===== src/rtl/trap_ctrl_pkg.sv =====
// trap_ctrl_pkg: shared definitions for the machine-mode trap controller.
//   - CSR addresses, mstatus field positions, mcause codes
//   - privilege encodings, decoded opcode values, FSM state encoding
//   - small decode helpers used by the controller
package trap_ctrl_pkg;

    localparam logic [11:0] CSR_MSTATUS = 12'h300;
    localparam logic [11:0] CSR_MIE     = 12'h304;
    localparam logic [11:0] CSR_MTVEC   = 12'h305;
    localparam logic [11:0] CSR_MEPC    = 12'h341;
    localparam logic [11:0] CSR_MCAUSE  = 12'h342;
    localparam logic [11:0] CSR_MTVAL   = 12'h343;
    localparam logic [11:0] CSR_MIP     = 12'h344;

    localparam int MSTATUS_MIE    = 3;
    localparam int MSTATUS_MPIE   = 7;
    localparam int MSTATUS_MPP_LO = 11;
    localparam int MSTATUS_MPP_HI = 12;

    // External interrupt line i lives at mie/mip bit IRQ_BASE+i.
    localparam int IRQ_BASE = 16;

    localparam logic [4:0] CAUSE_MISALIGN = 5'd0;
    localparam logic [4:0] CAUSE_ILLEGAL  = 5'd2;
    localparam logic [4:0] CAUSE_BREAK    = 5'd3;
    localparam logic [4:0] CAUSE_ECALL_U  = 5'd8;
    localparam logic [4:0] CAUSE_ECALL_M  = 5'd11;

    localparam logic [1:0] PRIV_U = 2'b00;
    localparam logic [1:0] PRIV_M = 2'b11;

    localparam logic [7:0] OP_ECALL   = 8'd1;
    localparam logic [7:0] OP_EBREAK  = 8'd2;
    localparam logic [7:0] OP_MRET    = 8'd3;
    localparam logic [7:0] OP_ILLEGAL = 8'd4;
    localparam logic [7:0] OP_CSRRW   = 8'd5;
    localparam logic [7:0] OP_CSRRS   = 8'd6;
    localparam logic [7:0] OP_CSRRC   = 8'd7;
    localparam logic [7:0] OP_CSRRWI  = 8'd8;
    localparam logic [7:0] OP_CSRRSI  = 8'd9;
    localparam logic [7:0] OP_CSRRCI  = 8'd10;

    typedef enum logic {
        ST_IDLE     = 1'b0,
        ST_REDIRECT = 1'b1
    } state_t;

    function automatic logic is_csr_op(input logic [7:0] op);
        return op inside {OP_CSRRW, OP_CSRRS, OP_CSRRC, OP_CSRRWI, OP_CSRRSI, OP_CSRRCI};
    endfunction

    function automatic logic csr_implemented(input logic [11:0] addr);
        return addr inside {CSR_MSTATUS, CSR_MIE, CSR_MTVEC, CSR_MEPC,
                            CSR_MCAUSE, CSR_MTVAL, CSR_MIP};
    endfunction

    // Only U and M exist, so MPP may only ever hold one of those two.
    function automatic logic mpp_legal(input logic [1:0] mpp);
        return (mpp == PRIV_U) || (mpp == PRIV_M);
    endfunction

endpackage


===== src/rtl/trap_ctrl_if.sv =====
// trap_ctrl_if: fetch-redirect handshake between the trap controller and fetch.
//   valid  - redirect target is valid (held until accepted)
//   pc     - redirect target, stable while valid is high
//   ready  - fetch accepts the redirect
// master = trap controller (source), slave = fetch (sink).
interface trap_ctrl_if #(
    parameter int XLEN = 32
) ();
    logic            valid;
    logic [XLEN-1:0] pc;
    logic            ready;

    modport master (output valid, output pc, input ready);
    modport slave  (input valid, input pc, output ready);
endinterface


===== src/rtl/trap_prio_enc.sv =====
// trap_prio_enc: combinational trap priority encoder.
//   irq_pend     in  enabled, pending interrupt lines (already gated)
//   exc_mis      in  instruction address misaligned
//   exc_ill      in  illegal instruction
//   exc_break    in  EBREAK
//   exc_ecall    in  ECALL
//   priv_u       in  current mode is U (selects ECALL cause)
//   trap_valid   out some trap is taken
//   is_interrupt out the taken trap is an interrupt
//   cause        out mcause code (interrupts: line index + 16)
module trap_prio_enc
    import trap_ctrl_pkg::*;
#(
    parameter int NUM_IRQ = 4
) (
    input  logic [NUM_IRQ-1:0] irq_pend,
    input  logic               exc_mis,
    input  logic               exc_ill,
    input  logic               exc_break,
    input  logic               exc_ecall,
    input  logic               priv_u,
    output logic               trap_valid,
    output logic               is_interrupt,
    output logic [4:0]         cause
);

    always_comb begin
        trap_valid   = 1'b0;
        is_interrupt = 1'b0;
        cause        = CAUSE_MISALIGN;
        if (|irq_pend) begin
            trap_valid   = 1'b1;
            is_interrupt = 1'b1;
            // Scan downward so the lowest pending index is the last assignment.
            for (int i = NUM_IRQ - 1; i >= 0; i--) begin
                if (irq_pend[i]) cause = 5'(IRQ_BASE + i);
            end
        end else if (exc_mis) begin
            trap_valid = 1'b1;
            cause      = CAUSE_MISALIGN;
        end else if (exc_ill) begin
            trap_valid = 1'b1;
            cause      = CAUSE_ILLEGAL;
        end else if (exc_break) begin
            trap_valid = 1'b1;
            cause      = CAUSE_BREAK;
        end else if (exc_ecall) begin
            trap_valid = 1'b1;
            cause      = priv_u ? CAUSE_ECALL_U : CAUSE_ECALL_M;
        end
    end

endmodule


===== src/rtl/trap_ctrl.sv =====
// trap_ctrl: machine-mode trap controller beside the execute stage.
// Resolves exceptions and NUM_IRQ level interrupts, keeps mstatus/mie/mtvec/
// mepc/mcause/mtval/mip, and redirects fetch on trap entry and MRET.
// Ports:
//   clk_i, rst_n_i (sync, active-low)
//   en_i, pc_i, inst_i, inst_addr_mis_i, bad_addr_i : instruction in execute
//   csr_addr_i, csr_wr_en_i, csr_data_i, csr_data_o : CSR access (read is comb)
//   irq_i                                           : level interrupt lines
//   flush_o, stall_o, priv_o                        : pipeline control / mode
//   redir (trap_ctrl_if.master)                     : fetch redirect handshake
// Optional feature: define TRAP_VECTORED_EN for vectored interrupt targets
// (mtvec mode 1 sends interrupt i to base + 4*(i+16)).
module trap_ctrl
    import trap_ctrl_pkg::*;
#(
    parameter int              XLEN      = 32,
    parameter int              NUM_IRQ   = 4,
    parameter logic [XLEN-1:0] MTVEC_RST = '0
) (
    input  logic               clk_i,
    input  logic               rst_n_i,
    input  logic               en_i,
    input  logic [XLEN-1:0]    pc_i,
    input  logic [7:0]         inst_i,
    input  logic               inst_addr_mis_i,
    input  logic [XLEN-1:0]    bad_addr_i,
    input  logic [11:0]        csr_addr_i,
    input  logic               csr_wr_en_i,
    input  logic [XLEN-1:0]    csr_data_i,
    input  logic [NUM_IRQ-1:0] irq_i,
    output logic [XLEN-1:0]    csr_data_o,
    output logic               flush_o,
    output logic               stall_o,
    output logic [1:0]         priv_o,
    trap_ctrl_if.master        redir
);

    localparam logic [XLEN-1:0] PC_MASK = ~XLEN'(1);

    state_t               state_q, state_d;
    logic [1:0]           priv_q;
    logic                 mst_mie_q, mst_mpie_q;
    logic [1:0]           mst_mpp_q;
    logic [NUM_IRQ-1:0]   mie_q, mip_q;
    logic [XLEN-1:2]      mtvec_base_q;
`ifdef TRAP_VECTORED_EN
    logic                 mtvec_mode_q;
`endif
    logic [XLEN-1:0]      mepc_q, mcause_q, mtval_q, redir_pc_q;

    logic               act, priv_u, csr_op, exc_ill, mret_ok, take, csr_wr;
    logic [NUM_IRQ-1:0] irq_pend;
    logic               trap_valid, is_int;
    logic [4:0]         cause;
    logic [XLEN-1:0]    trap_base, trap_tgt;

    // Execute-stage decode: everything is gated so nothing is seen outside IDLE.
    assign act    = en_i && (state_q == ST_IDLE);
    assign priv_u = (priv_q == PRIV_U);
    assign csr_op = is_csr_op(inst_i);

    assign exc_ill = act && ( (inst_i == OP_ILLEGAL)
                           || (csr_op && priv_u && (csr_addr_i[9:8] != 2'b00))
                           || (csr_wr_en_i && (csr_addr_i[11:10] == 2'b11))
                           || (csr_op && !csr_implemented(csr_addr_i))
                           || ((inst_i == OP_MRET) && priv_u) );

    // In U mode interrupts are always globally enabled; in M mode MIE decides.
    assign irq_pend = (mip_q & mie_q) & {NUM_IRQ{act && (priv_u || mst_mie_q)}};

    trap_prio_enc #(.NUM_IRQ(NUM_IRQ)) u_prio (
        .irq_pend     (irq_pend),
        .exc_mis      (act && inst_addr_mis_i),
        .exc_ill      (exc_ill),
        .exc_break    (act && (inst_i == OP_EBREAK)),
        .exc_ecall    (act && (inst_i == OP_ECALL)),
        .priv_u       (priv_u),
        .trap_valid   (trap_valid),
        .is_interrupt (is_int),
        .cause        (cause)
    );

    assign mret_ok = act && (inst_i == OP_MRET) && !priv_u;
    assign take    = trap_valid || mret_ok;
    assign csr_wr  = act && csr_wr_en_i && !take;

    assign trap_base = {mtvec_base_q, 2'b00};
`ifdef TRAP_VECTORED_EN
    assign trap_tgt = (mtvec_mode_q && is_int)
                    ? trap_base + {{(XLEN-7){1'b0}}, cause, 2'b00}
                    : trap_base;
`else
    assign trap_tgt = trap_base;
`endif

    assign flush_o   = take;
    assign priv_o    = priv_q;
    assign redir.pc  = redir_pc_q;

    always_comb begin
        csr_data_o = '0;
        case (csr_addr_i)
            CSR_MSTATUS: begin
                csr_data_o[MSTATUS_MIE]                     = mst_mie_q;
                csr_data_o[MSTATUS_MPIE]                    = mst_mpie_q;
                csr_data_o[MSTATUS_MPP_HI:MSTATUS_MPP_LO]   = mst_mpp_q;
            end
            CSR_MIE:    csr_data_o[IRQ_BASE +: NUM_IRQ] = mie_q;
            CSR_MIP:    csr_data_o[IRQ_BASE +: NUM_IRQ] = mip_q;
`ifdef TRAP_VECTORED_EN
            CSR_MTVEC:  csr_data_o = {mtvec_base_q, 1'b0, mtvec_mode_q};
`else
            CSR_MTVEC:  csr_data_o = {mtvec_base_q, 2'b00};
`endif
            CSR_MEPC:   csr_data_o = mepc_q;
            CSR_MCAUSE: csr_data_o = mcause_q;
            CSR_MTVAL:  csr_data_o = mtval_q;
            default:    csr_data_o = '0;
        endcase
    end

    // FSM state register
    always_ff @(posedge clk_i) begin
        if (!rst_n_i) state_q <= ST_IDLE;
        else          state_q <= state_d;
    end

    // FSM next state and handshake outputs
    always_comb begin
        state_d     = state_q;
        stall_o     = 1'b0;
        redir.valid = 1'b0;
        case (state_q)
            ST_IDLE: begin
                if (take) state_d = ST_REDIRECT;
            end
            ST_REDIRECT: begin
                stall_o     = 1'b1;
                redir.valid = 1'b1;
                if (redir.ready) state_d = ST_IDLE;
            end
            default: state_d = ST_IDLE;
        endcase
    end

    // CSR state, trap entry and MRET return
    always_ff @(posedge clk_i) begin
        if (!rst_n_i) begin
            priv_q       <= PRIV_M;
            mst_mie_q    <= 1'b0;
            mst_mpie_q   <= 1'b0;
            mst_mpp_q    <= PRIV_M;
            mie_q        <= '0;
            mip_q        <= '0;
            mtvec_base_q <= MTVEC_RST[XLEN-1:2];
`ifdef TRAP_VECTORED_EN
            mtvec_mode_q <= (MTVEC_RST[1:0] == 2'b01);
`endif
            mepc_q       <= '0;
            mcause_q     <= '0;
            mtval_q      <= '0;
            redir_pc_q   <= '0;
        end else begin
            mip_q <= irq_i;

            if (csr_wr) begin
                case (csr_addr_i)
                    CSR_MSTATUS: begin
                        mst_mie_q  <= csr_data_i[MSTATUS_MIE];
                        mst_mpie_q <= csr_data_i[MSTATUS_MPIE];
                        if (mpp_legal(csr_data_i[MSTATUS_MPP_HI:MSTATUS_MPP_LO]))
                            mst_mpp_q <= csr_data_i[MSTATUS_MPP_HI:MSTATUS_MPP_LO];
                    end
                    CSR_MIE: mie_q <= csr_data_i[IRQ_BASE +: NUM_IRQ];
                    CSR_MTVEC: begin
                        mtvec_base_q <= csr_data_i[XLEN-1:2];
`ifdef TRAP_VECTORED_EN
                        // Mode 2/3 are reserved: leave the current mode alone.
                        if (!csr_data_i[1]) mtvec_mode_q <= csr_data_i[0];
`endif
                    end
                    CSR_MEPC:   mepc_q   <= csr_data_i & PC_MASK;
                    CSR_MCAUSE: mcause_q <= csr_data_i;
                    CSR_MTVAL:  mtval_q  <= csr_data_i;
                    default: ;
                endcase
            end

            if (trap_valid) begin
                mepc_q     <= pc_i & PC_MASK;
                mcause_q   <= {is_int, {(XLEN-6){1'b0}}, cause};
                mtval_q    <= (!is_int && (cause == CAUSE_MISALIGN)) ? bad_addr_i : '0;
                mst_mpie_q <= mst_mie_q;
                mst_mie_q  <= 1'b0;
                mst_mpp_q  <= priv_q;
                priv_q     <= PRIV_M;
                redir_pc_q <= trap_tgt;
            end else if (mret_ok) begin
                priv_q     <= mst_mpp_q;
                mst_mie_q  <= mst_mpie_q;
                mst_mpie_q <= 1'b1;
                mst_mpp_q  <= PRIV_U;
                redir_pc_q <= mepc_q;
            end
        end
    end

endmodule

===== src/flat_wrapper.sv =====
// flat-port wrapper written by rule: the top's interface ports become plain ports
module trap_ctrl_flat import trap_ctrl_pkg::*;
#(
    parameter int              XLEN      = 32,
    parameter int              NUM_IRQ   = 4,
    parameter logic [XLEN-1:0] MTVEC_RST = '0
)
  (clk_i, rst_n_i, en_i, pc_i, inst_i, inst_addr_mis_i, bad_addr_i, csr_addr_i, csr_wr_en_i, csr_data_i, irq_i, csr_data_o, flush_o, stall_o, priv_o, redir_valid, redir_pc, redir_ready);
  trap_ctrl_if #(.XLEN(XLEN)) redir_i ();
  input  logic clk_i;
  input  logic rst_n_i;
  input  logic en_i;
  input  logic [XLEN-1:0] pc_i;
  input  logic [7:0] inst_i;
  input  logic inst_addr_mis_i;
  input  logic [XLEN-1:0] bad_addr_i;
  input  logic [11:0] csr_addr_i;
  input  logic csr_wr_en_i;
  input  logic [XLEN-1:0] csr_data_i;
  input  logic [NUM_IRQ-1:0] irq_i;
  output logic [XLEN-1:0] csr_data_o;
  output logic flush_o;
  output logic stall_o;
  output logic [1:0] priv_o;
  output wire logic [$bits(redir_i.valid)-1:0] redir_valid;
  output wire logic [$bits(redir_i.pc)-1:0] redir_pc;
  input wire logic [$bits(redir_i.ready)-1:0] redir_ready;
  assign redir_valid = redir_i.valid;
  assign redir_pc = redir_i.pc;
  assign redir_i.ready = redir_ready;
  trap_ctrl #(.XLEN(XLEN), .NUM_IRQ(NUM_IRQ), .MTVEC_RST(MTVEC_RST)) u_core (.clk_i(clk_i), .rst_n_i(rst_n_i), .en_i(en_i), .pc_i(pc_i), .inst_i(inst_i), .inst_addr_mis_i(inst_addr_mis_i), .bad_addr_i(bad_addr_i), .csr_addr_i(csr_addr_i), .csr_wr_en_i(csr_wr_en_i), .csr_data_i(csr_data_i), .irq_i(irq_i), .csr_data_o(csr_data_o), .flush_o(flush_o), .stall_o(stall_o), .priv_o(priv_o), .redir(redir_i));
endmodule

===== config.mk =====
export PLATFORM = sky130hd
export DESIGN_NAME = trap_ctrl_flat
export DESIGN_NICKNAME = d
export VERILOG_FILES = /design/src/rtl/trap_ctrl_pkg.sv /design/src/rtl/trap_ctrl_if.sv /design/src/rtl/trap_prio_enc.sv /design/src/rtl/trap_ctrl.sv /design/src/flat_wrapper.sv
export SDC_FILE = /design/constraint.sdc
export NUM_CORES = 1
export LEC_CHECK = 0
export ABC_AREA = 1
export BUFFER_PORTS_ARGS = -buffer_cell sky130_fd_sc_hd__buf_2
export CELL_PAD_IN_SITES_DETAIL_PLACEMENT = 0
export CELL_PAD_IN_SITES_GLOBAL_PLACEMENT = 1
export CORE_UTILIZATION = 30
export DETAILED_ROUTE_END_ITERATION = 12
export GPL_TIMING_DRIVEN = 0
export PLACE_DENSITY_LB_ADDON = 0.1
export SYNTH_ARGS = -nofsm -noshare
export SYNTH_HDL_FRONTEND = slang
export SYNTH_SLANG_ARGS = --single-unit

===== constraint.sdc =====
create_clock -name clk_i -period 4.6 [get_ports clk_i]
set_input_delay 0.46 -clock clk_i [delete_from_list [all_inputs] [get_ports clk_i]]
set_output_delay 0.46 -clock clk_i [all_outputs]
set_load 0.05 [all_outputs]

# Yosys cells after proc, flatten, opt, wreduce, memory -nomap -nowiden

Index checks and enable logic that the tools add are counted.

Register bits after elaboration: 171
Input port bits: 126
Word-level logic and storage cells: 144

Equality and inequality tests: 19
Muxes and demuxes: 53
Bitwise logic cells: 4
Reductions and logical operators: 54

Operators by type and width:

| operator                                                                 | count |
|---|---|
| 32-bit two-way mux                                                       | 12 |
| 12-bit by 10-bit equality test with 1-bit output (second input constant) | 7 |
| 12-bit case mux with 4 select lines                                      | 1 |
| 3-bit case mux with 4 select lines                                       | 4 |
| 8-bit by 3-bit equality test with 1-bit output (second input constant)   | 4 |
| 5-bit two-way mux                                                        | 5 |
| 8-bit by 4-bit equality test with 1-bit output (second input constant)   | 3 |
| 4-bit case mux with 6 select lines                                       | 1 |
| 8-bit by 2-bit equality test with 1-bit output (second input constant)   | 2 |
| 1-bit logical AND                                                        | 16 |
| 1-bit two-way mux                                                        | 16 |
| 4-bit two-way mux                                                        | 4 |
| 2-bit AND reduction                                                      | 8 |
| 2-bit nonzero test                                                       | 8 |
| 2-bit two-way mux                                                        | 6 |
| 1-bit case mux with 5 select lines                                       | 2 |
| 2-bit case mux with 5 select lines                                       | 1 |
| 3-bit nonzero test                                                       | 3 |
| 4-bit bitwise AND                                                        | 2 |
| 8-bit by 1-bit equality test with 1-bit output (second input constant)   | 1 |
| 1-bit logical OR                                                         | 7 |
| 7-bit nonzero test                                                       | 1 |
| 6-bit nonzero test                                                       | 1 |
| 5-bit zero test                                                          | 1 |
| 8 further kinds                                                          | 14 |

# Logic depth before layout (Yosys ltp)

Gate-level depths: netlist of run 1.

Depth in word-level cells: 18
Mapped depth: 17
Gate-level depth less buffers: 16

# By module

From an unflattened synthesis of run 1, not the netlist that was laid out.

Cells, all modules: 1365
Area total of the unflattened synthesis: 8720.9 µm²

Modules (own cells, without submodules):

| module        | instances | cells each | area an instance (µm²) |
|---|---|---|---|
| trap_ctrl     | 1         | 1334       | 8565.7 |
| trap_prio_enc | 1         | 31         | 155.1 |

# Worst setup path after synthesis of run 1

Ideal clock, no wire load.

Path type: input -> output
Start point: input port csr_addr_i[10]
End point: output port csr_data_o[21]
Arrival time: 2.270 ns
Setup slack: 1.870 ns
Cell stages on the path: 8
Buffers on the path: 1
Cell sequence: inv_1 nand2_1 nor2_4 inv_1 nor3_4 nand2_1 clkbuf_1 o2111ai_1

Word-level cells in the longest chain between the ends: 2

Ends and longest elaborated chain:

| item                                             | RTL line           | source |
|---|---|---|
| start: declaration                               | flat_wrapper.sv:17 | `input logic [11:0] csr_addr_i;` |
| 12-bit by 10-bit equality test with 1-bit output | trap_ctrl.sv:102   | `case (csr_addr_i)` |
| 12-bit case mux with 4 select lines *            | trap_ctrl.sv:102   |  |
| end: declaration                                 | flat_wrapper.sv:21 | `output logic [XLEN-1:0] csr_data_o;` |

Every way passes the cells marked *; elsewhere a longest branch is shown, timed or not.

# Final worst setup path of run 1

Start point: input port csr_addr_i[11]
End point: output port csr_data_o[13]

Word-level cells in the longest chain between the ends: 2

Ends and longest elaborated chain:

| item                                             | RTL line |
|---|---|
| 12-bit by 10-bit equality test with 1-bit output | trap_ctrl.sv:102 |
| 3-bit case mux with 4 select lines *             | trap_ctrl.sv:102 |

Marked as above.

==> impl_metrics.env, run 1 <==
export IMPL_antenna_found_initial=0
export IMPL_pwr_share_seq_pct=42.6
export IMPL_synth_edff_count=0
export IMPL_final_common_cell="nand2_1"
export IMPL_slew_headroom_pct=33.9
export IMPL_root_buffer="clkbuf_16"
export IMPL_clkLatencyLatePin_ns=0.44
export IMPL_chipWidth_um=176
export IMPL_powerDensity_nw_per_um2=326
export IMPL_grt_max_degree=17
export IMPL_drive_above_1_share_pct=19.9
export IMPL_rsz0062_at_grt="false"
export IMPL_p_comb_share_pct=14.1
export IMPL_most_common_layout_cells="337 x nand2_1, 257 x nor2_1, 230 x buf_2, 171 x dfxtp_1, 136 x inv_1"
export IMPL_die_y_um=176
export IMPL_antenna_left=0
export IMPL_path_max_fanout=10
export IMPL_place_congestion=0.827
export IMPL_grt_pass1_vias=9583
export IMPL_rows=63
export IMPL_synth_flop_cell="dfxtp_1"
export IMPL_required_ns=4.14
export IMPL_switchingPower_uw=1080
export IMPL_endpoint_kind="output pin"
export IMPL_placed_area_um2=10600
export IMPL_cts_hold_buf=0
export IMPL_finalNetCount=1745
export IMPL_leakage_uw=0.00517
export IMPL_grt_usage_pct=26.2
export IMPL_yosys_cell_types_count=46
export IMPL_drc=0
export IMPL_synth_seq_area_share_pct=37.5
export IMPL_synthesis_area_um2=9120
export IMPL_synthesis_nets=1534
export IMPL_firstDrtPassIters=5
export IMPL_cts_buffers=17
export IMPL_cts_tree="done"
export IMPL_viasPerCell=4.96
export IMPL_pwr_share_clk_pct=43.3
export IMPL_p_int_uw=2570
export IMPL_fmax_ghz=0.258
export IMPL_core_area_um2=29800
export IMPL_final_util_pct=37.6
export IMPL_setup_tns_final_ns=0
export IMPL_avgSynthCellArea_um2=6.48
export IMPL_h_tree_depth=4
export IMPL_start_kind="input port"
export IMPL_drv_slew=0
export IMPL_cts_resized=0
export IMPL_via_count=10000
export IMPL_post_drt_wl_per_cell_um=19.9
export IMPL_ioPinCount=195
export IMPL_postLayoutCellArea_um2=11200
export IMPL_synth_warnings=0
export IMPL_synth_cells=1408
export IMPL_fin_skew_ns=0.0112
export IMPL_synth_seq_cells=171
export IMPL_grt_pass1_wl_um=59300
export IMPL_worst_pin_slew_ns=0.991
export IMPL_drtIter0Drc=778
export IMPL_grt_overflow_total=0
export IMPL_synth_async_sr_flop_share_pct=0
export IMPL_start_util_pct=30.6
export IMPL_fin_crit_sh_pct=84.1
export IMPL_die_area_um2=31100
export IMPL_portBuffers=192
export IMPL_arrival_ns=3.41
export IMPL_cts_setup_buffers=0
export IMPL_insertedDiodeCount=0
export IMPL_switching_share_pct=29.5
export IMPL_worst_ir_drop_vdd_mv=0.232
export IMPL_whs_ns=0.202
export IMPL_area_delta_synth_final_pct=22.7
export IMPL_finalSetupViolCount=0
export IMPL_cts_buffer_depth=2
export IMPL_timing_hold_violations_final=0
export IMPL_path_clk_slew_ns=0.07
export IMPL_status="finished, final reports clean"
export IMPL_critical_path_class="input port to output pin"
export IMPL_dp_hpwl_um=29900
export IMPL_period_minus_slack_ns=3.87
export IMPL_drv_cap=0
export IMPL_clkSinkCount=171
export IMPL_hp_class="input port to flop"
export IMPL_drt_total_wl_um=40300
[power by group through the flow]
stage	logic, uW	registers (uW)	clock network, uW
2_1_floorplan	296	1580	0
3_3_place_gp	513	1590	0
3_5_place_dp	513	1590	0
4_1_cts	515	1550	1600
5_1_grt	566	1560	1660
6_report	515	1550	1580
[synth_stat cells (all sizes together) (7+ instances only)]
master	number	area share [%]
o2111ai	22	2.1
buf	65	4.3
nand3	116	6.6
nor3	7	0.56
o21ai	104	5.7
dfxtp	171	38
nor2	268	12
inv	147	6.1
a31oi	33	2.3
nand2	344	15
a21oi	72	4.0
clkbuf	25	1.0
[cells by family (layout without fill, tap and decap cells)]
group	Yosys count	after routing	share of synthesized area (%)
and+or+nand+nor	745	745	34.5
AOI/OAI and AO/OA	253	253	16.4
buffers and inverters	237	461	11.4
DFF	171	171	37.5
other	1	1	0.0411
xor gates and xnor gates	1	1	0.0961
[worst max-delay path, cell delays in order]
cell and delay, ns:
buf_2 0.09, inv_1 0.06, nand2_1 0.09, nor2_4 0.16, inv_1 0.13, nor2_1 0.43, clkbuf_1 0.63, clkbuf_1 0.65
nand3_1 0.15, o2111ai_1 0.22, buf_2 0.33
[registers in the layout (all words and copies together) (netlist names)]
register / count
u_core.mcause_q: 32
u_core.mtval_q: 32
u_core.mepc_q: 31
u_core.redir.pc: 31
u_core.mtvec_base_q: 30
u_core.mie_q: 4
u_core.mip_q: 4
u_core.mst_mpp_q: 2
u_core.priv_o: 2
u_core.mst_mie_q: 1
u_core.mst_mpie_q: 1
u_core.state_q: 1
[routing by layer]
layer,track usage (%),share of wire [%],wire length (um),vias to the layer above
met2,42.8,46,18400,346
met4,7.29,2.2,882,0
met5,0,0,0,-
li1,-,-,-,4953
met1,35.6,45,18300,4687
met3,4.01,6.7,2710,43
[cell type report]
type	count	area, um2
plain buffers	90	490
clock buffers	19	443
clock inverters	13	179
fillers	3397	18600
inverters	147	552
multi-input cells	1000	4650
flip-flops and latches	171	3420
well taps	390	488
repair buffers	192	961
[through the flow]
step	setup slack [ns]	total power, uW	instances
finish	0.731	3650	2022
global route	0.527	3790	2022
CTS	0.770	3670	2022
detailed placement	0.772	2100	1990
global placement	0.745	2100	1990
floorplan	1.87	1880	1408
[final timing paths]
| kind | end | start | slack [ns] | cells after the start |
|---|---|---|---|---|
| worst min register to register | u_core.mst_mie_q | u_core.mst_mie_q | 0.46 | 2 |
| worst max register to register | u_core.mepc_q[12] | u_core.priv_o[1] | 1.94 | 13 |
| worst min-delay path | u_core.mip_q[3] | irq_i[3] | 0.20 | 3 |
| worst max-delay path | csr_data_o[13] | csr_addr_i[11] | 0.73 | 11 |
Power figures use the tool's default switching activity.
==> run 2, diff against run 1 <==
==> constraint.sdc (replaced) <==
create_clock -name clk_i -period 3.15 [get_ports clk_i]
set_input_delay 0.315 -clock clk_i [delete_from_list [all_inputs] [get_ports clk_i]]
set_output_delay 0.315 -clock clk_i [all_outputs]
set_load 0.05 [all_outputs]
==> impl_metrics.env, run 2 (synthesized netlist as in run 1, its figures left out) <==
export IMPL_status="finished, final reports clean"
export IMPL_final_cells=2025
export IMPL_fin_crit_sh_pct=96.9
export IMPL_cts_buffer_depth=2
export IMPL_cts_buffers=17
export IMPL_drv_cap=0
export IMPL_rows=63
export IMPL_placed_area_um2=10600
export IMPL_postLayoutCellArea_um2=11200
export IMPL_antenna_found_initial=0
export IMPL_dp_hpwl_um=29900
export IMPL_place_congestion=0.827
export IMPL_clkSinkCount=171
export IMPL_area_delta_synth_final_pct=23.2
export IMPL_die_area_um2=31100
export IMPL_slew_headroom_pct=39.7
export IMPL_arrival_ns=2.74
export IMPL_whs_path_depth=3
export IMPL_grt_pass1_wl_um=59400
export IMPL_core_area_um2=29800
export IMPL_post_drt_wl_per_cell_um=19.9
export IMPL_final_common_cell="nand2_1"
export IMPL_root_buffer="clkbuf_16"
export IMPL_worst_ir_drop_vdd_mv=0.337
export IMPL_ioPinCount=195
export IMPL_worst_pin_slew_ns=0.904
export IMPL_viasPerCell=4.94
export IMPL_cts_tree="done"
export IMPL_final_util_pct=37.7
export IMPL_chipWidth_um=176
export IMPL_cts_hold_buf=0
export IMPL_critical_path_class="input port to output pin"
export IMPL_fin_skew_ns=0.0131
export IMPL_grt_max_degree=17
export IMPL_grt_overflow_total=0
export IMPL_p_total_uw=5330
export IMPL_clkLatencyLatePin_ns=0.44
export IMPL_rsz0062_at_grt="false"
export IMPL_firstDrtPassIters=7
export IMPL_drt_total_wl_um=40400
export IMPL_finalNetCount=1748
export IMPL_die_y_um=176
export IMPL_start_util_pct=30.6
export IMPL_powerDensity_nw_per_um2=474
export IMPL_required_ns=2.83
export IMPL_drtIter0Drc=813
export IMPL_via_count=10000
export IMPL_fmax_ghz=0.328
export IMPL_antenna_left=0
export IMPL_drc=0
export IMPL_r2r_cells=11
export IMPL_finalSetupViolCount=0
export IMPL_leakage_uw=0.00521
export IMPL_drive_above_1_share_pct=20.6
export IMPL_start_kind="input port"
export IMPL_dp_cells=1990
export IMPL_hp_class="input port to flop"
export IMPL_h_tree_depth=4
export IMPL_reg_top3="u_core.mcause_q x32, u_core.mtval_q x32"
export IMPL_timing_hold_violations_final=0
export IMPL_drv_slew=0
export IMPL_grt_usage_pct=26.2
export IMPL_most_common_layout_cells="337 x nand2_1, 256 x nor2_1, 226 x buf_2, 171 x dfxtp_1, 136 x inv_1"
export IMPL_path_max_fanout=10
export IMPL_insertedDiodeCount=0
export IMPL_portBuffers=192
export IMPL_endpoint_kind="output pin"
export IMPL_path_clk_slew_ns=0.07
export IMPL_period_minus_slack_ns=3.05
export IMPL_grt_pass1_vias=9565
==> run 2: cell types whose count changed in the layout (fill, tap and decap cells not counted), sizes merged <==
cell,delta
buf,+1
clkbuf,+2
==> run 2: cell type report <==
class	count	area (um2)
Sequential cell	171	3420
Clock buffer	19	443
Inverter	147	552
Clock inverter	13	179
Fill cell	3390	18600
Tap cell	390	488
Multi-Input combinational cell	1000	4660
Timing Repair Buffer	195	988
Buffer	90	509
==> run 2: metal layers <==
layer	track usage (%)	vias to the layer above	wire (um)
li1	-	4961	-
met1	35.9	4670	18400
met2	42.8	337	18500
met3	3.77	37	2580
met4	7.26	0	866
met5	0	-	0
==> run 2: what timing repair did <==
item | in CTS | in global routing
gates cloned | 0 | 0
gates resized for setup | 8 | 12
setup buffers | 0 | 3
hold endpoints to repair | 0 | 0
pin swaps | 0 | 1
endpoints found under the setup margin | 26 | 23
==> run 2: per-stage QoR <==
step	hold slack, ns	TNS, ns	setup WS, ns
6_report	0.0601	0	0.0971
5_1_grt	0.0576	0	0.0339
4_1_cts	0.0504	0	0.00703
3_5_place_dp	0.448	-6.53	-0.388
3_3_place_gp	0.446	-6.81	-0.415
2_1_floorplan	0.413	0	0.497
==> run 2: path summary, 6_finish.rpt <==
kind                    start                  to  slack, ns
max reg2reg  u_core.priv_o[1]  u_core.mtval_q[11]       0.48
max            csr_addr_i[11]      csr_data_o[19]        0.1
min                  irq_i[3]     u_core.mip_q[3]       0.06
min reg2reg  u_core.mst_mie_q    u_core.mst_mie_q       0.46
==> run 2: power breakdown <==
part / leakage [uW] / internal, uW / switching, uW / total (uW)
combinational: 0.00352 / 234 / 517 / 750
clock: 0.000307 / 1300 / 1020 / 2310
sequential: 0.00139 / 2230 / 38.8 / 2270
==> run 2: worst max-delay path, cell delays in order <==
cell and delay (ns):
buf_2 0.09, inv_1 0.06, nand2_1 0.09, nor2_4 0.16
inv_1 0.14, nor3_4 0.27, nand2_1 0.28, clkbuf_1 0.47
nor2_1 0.39, a211oi_1 0.10, nand3_1 0.10, buf_2 0.27
==> run 3, diff against run 2 <==
--- a/config.mk
+++ b/config.mk
@@ -9,10 +9,11 @@
 export BUFFER_PORTS_ARGS = -buffer_cell sky130_fd_sc_hd__buf_2
 export CELL_PAD_IN_SITES_DETAIL_PLACEMENT = 0
 export CELL_PAD_IN_SITES_GLOBAL_PLACEMENT = 1
+export CORE_MARGIN = 5
 export CORE_UTILIZATION = 30
 export DETAILED_ROUTE_END_ITERATION = 12
 export GPL_TIMING_DRIVEN = 0
-export PLACE_DENSITY_LB_ADDON = 0.1
+export PLACE_DENSITY = 0.8
 export SYNTH_ARGS = -nofsm -noshare
 export SYNTH_HDL_FRONTEND = slang
 export SYNTH_SLANG_ARGS = --single-unit
==> impl_metrics.env, run 3 (synthesized netlist as in run 1, its figures left out) <==
export IMPL_p_int_uw=3620
export IMPL_firstDrtPassIters=5
export IMPL_powerDensity_nw_per_um2=454
export IMPL_grt_overflow_total=0
export IMPL_post_drt_wl_per_cell_um=18.9
export IMPL_fin_skew_ns=0.0107
export IMPL_critical_path_class="input port to output pin"
export IMPL_drc=0
export IMPL_cts_buffer_depth=2
export IMPL_die_y_um=184
export IMPL_leakage_uw=0.00516
export IMPL_clkLatencyLatePin_ns=0.43
export IMPL_grt_max_degree=17
export IMPL_path_max_fanout=10
export IMPL_status="finished, final reports clean"
export IMPL_worst_ir_drop_vdd_mv=0.388
export IMPL_drt_total_wl_um=38200
export IMPL_insertedDiodeCount=0
export IMPL_portBuffers=192
export IMPL_h_tree_depth=4
export IMPL_pwr_share_seq_pct=44.7
export IMPL_drv_cap=0
export IMPL_start_util_pct=30.6
export IMPL_drtIter0Drc=898
export IMPL_grt_usage_pct=21.7
export IMPL_final_common_cell="nand2_1"
export IMPL_required_ns=2.83
export IMPL_placed_area_um2=10600
export IMPL_slew_headroom_pct=41.7
export IMPL_fmax_ghz=0.335
export IMPL_antenna_left=0
export IMPL_arrival_ns=2.67
export IMPL_grt_pass1_wl_um=56000
export IMPL_endpoint_kind="output pin"
export IMPL_area_delta_synth_final_pct=22.4
export IMPL_chipWidth_um=184
export IMPL_fin_crit_sh_pct=94.6
export IMPL_path_clk_slew_ns=0.06
export IMPL_start_kind="input port"
export IMPL_worst_pin_slew_ns=0.874
export IMPL_viasPerCell=5.05
export IMPL_grt_pass1_vias=9570
export IMPL_cts_buffers=17
export IMPL_dp_hpwl_um=28900
export IMPL_rows=63
export IMPL_die_area_um2=34000
export IMPL_switchingPower_uw=1450
export IMPL_timing_hold_violations_final=0
export IMPL_finalNetCount=1745
export IMPL_cts_tree="done"
export IMPL_r2r_slack_ns=0.54
export IMPL_cts_hold_buf=0
export IMPL_cts_setup_buffers=0
export IMPL_root_buffer="clkbuf_16"
export IMPL_ioPinCount=195
export IMPL_p_total_uw=5070
export IMPL_core_area_um2=29800
export IMPL_switching_share_pct=28.7
export IMPL_finalSetupViolCount=0
export IMPL_most_common_layout_cells="337 x nand2_1, 256 x nor2_1, 223 x buf_2, 171 x dfxtp_1, 135 x inv_1"
export IMPL_p_comb_share_pct=14.5
export IMPL_hp_class="input port to flop"
export IMPL_reg_top3="u_core.mcause_q x32, u_core.mtval_q x32"
export IMPL_clkSinkCount=171
export IMPL_drv_slew=0
export IMPL_postLayoutCellArea_um2=11200
export IMPL_whs_ns=0.0648
export IMPL_place_congestion=0.897
export IMPL_setup_tns_final_ns=0
export IMPL_drive_above_1_share_pct=20.4
export IMPL_via_count=10200
export IMPL_period_minus_slack_ns=2.98
export IMPL_antenna_found_initial=0
export IMPL_pwr_share_clk_pct=40.8
run 3: cell count changes in the layout (fill, tap and decap cells not counted), moves of 2 or more:
cell,delta
buf_4,-5
clkbuf_4,+5
buf_2,-3
bufinv_16,-2
clkbuf_1,+2
clkbuf_8,+2
clkinv_2,+2
clkinv_4,-2
inv_8,-2
run 3: area by class of cell:
cell class	count	area [um2]
Sequential cell	171	3420
Inverter	147	552
Buffer	90	510
Timing Repair Buffer	192	971
Clock inverter	9	87.6
Tap cell	390	488
Clock buffer	22	474
Fill cell	3280	18600
Multi-Input combinational cell	1000	4660
run 3: final timing paths:
| check | cells past startpoint | from | endpoint |
|---|---|---|---|
| worst min register to register | 2 | u_core.mcause_q[2] | u_core.mcause_q[2] |
| worst max register to register | 11 | u_core.priv_o[1] | u_core.mtval_q[12] |
| worst min-delay path | 3 | irq_i[3] | u_core.mip_q[3] |
| worst max-delay path | 13 | csr_addr_i[11] | csr_data_o[31] |
run 3: repair_timing:
item,CTS,global route
endpoints found under the setup margin,21,27
pin swaps,0,0
gates resized for setup,5,17
run 3: through the flow:
stage / cells / setup WS [ns] / util, %
finish: 2021 / 0.169 / 37.5
global route: 2021 / -0.00245 / 37.5
CTS: 2021 / 0.0422 / 37.4
detailed placement: 1990 / -0.281 / 35.5
global placement: 1990 / -0.283 / 35.5
floorplan: 1408 / 0.497 / -
run 3: per-layer routing:
metal  vias to the layer above  wire, um  global-route usage, %
li1                       4943         -                      -
met1                      4710     16800                   29.5
met2                       493     17000                   34.2
met3                        63      3260                   4.50
met4                         0      1180                   7.72
met5                         -         0                      0
run 3: power by group through the flow:
| stage | logic [uW] | registers [uW] | clock network (uW) |
|---|---|---|---|
| global route | 806 | 2270 | 2170 |
| detailed placement | 723 | 2320 | 0 |
| CTS | 726 | 2270 | 2070 |
| finish | 735 | 2270 | 2070 |
| global placement | 718 | 2310 | 0 |
| floorplan | 433 | 2310 | 0 |
run 3: critical path, stage by stage:
cell and delay, ns:
buf_2 0.09, inv_1 0.06, nand2_1 0.08, nor2_4 0.17, inv_1 0.13, nor3_4 0.31, nand2_1 0.21, inv_2 0.17
buf_4 0.25, clkbuf_4 0.29, nand2_1 0.08, o2111ai_1 0.17, clkbuf_4 0.33
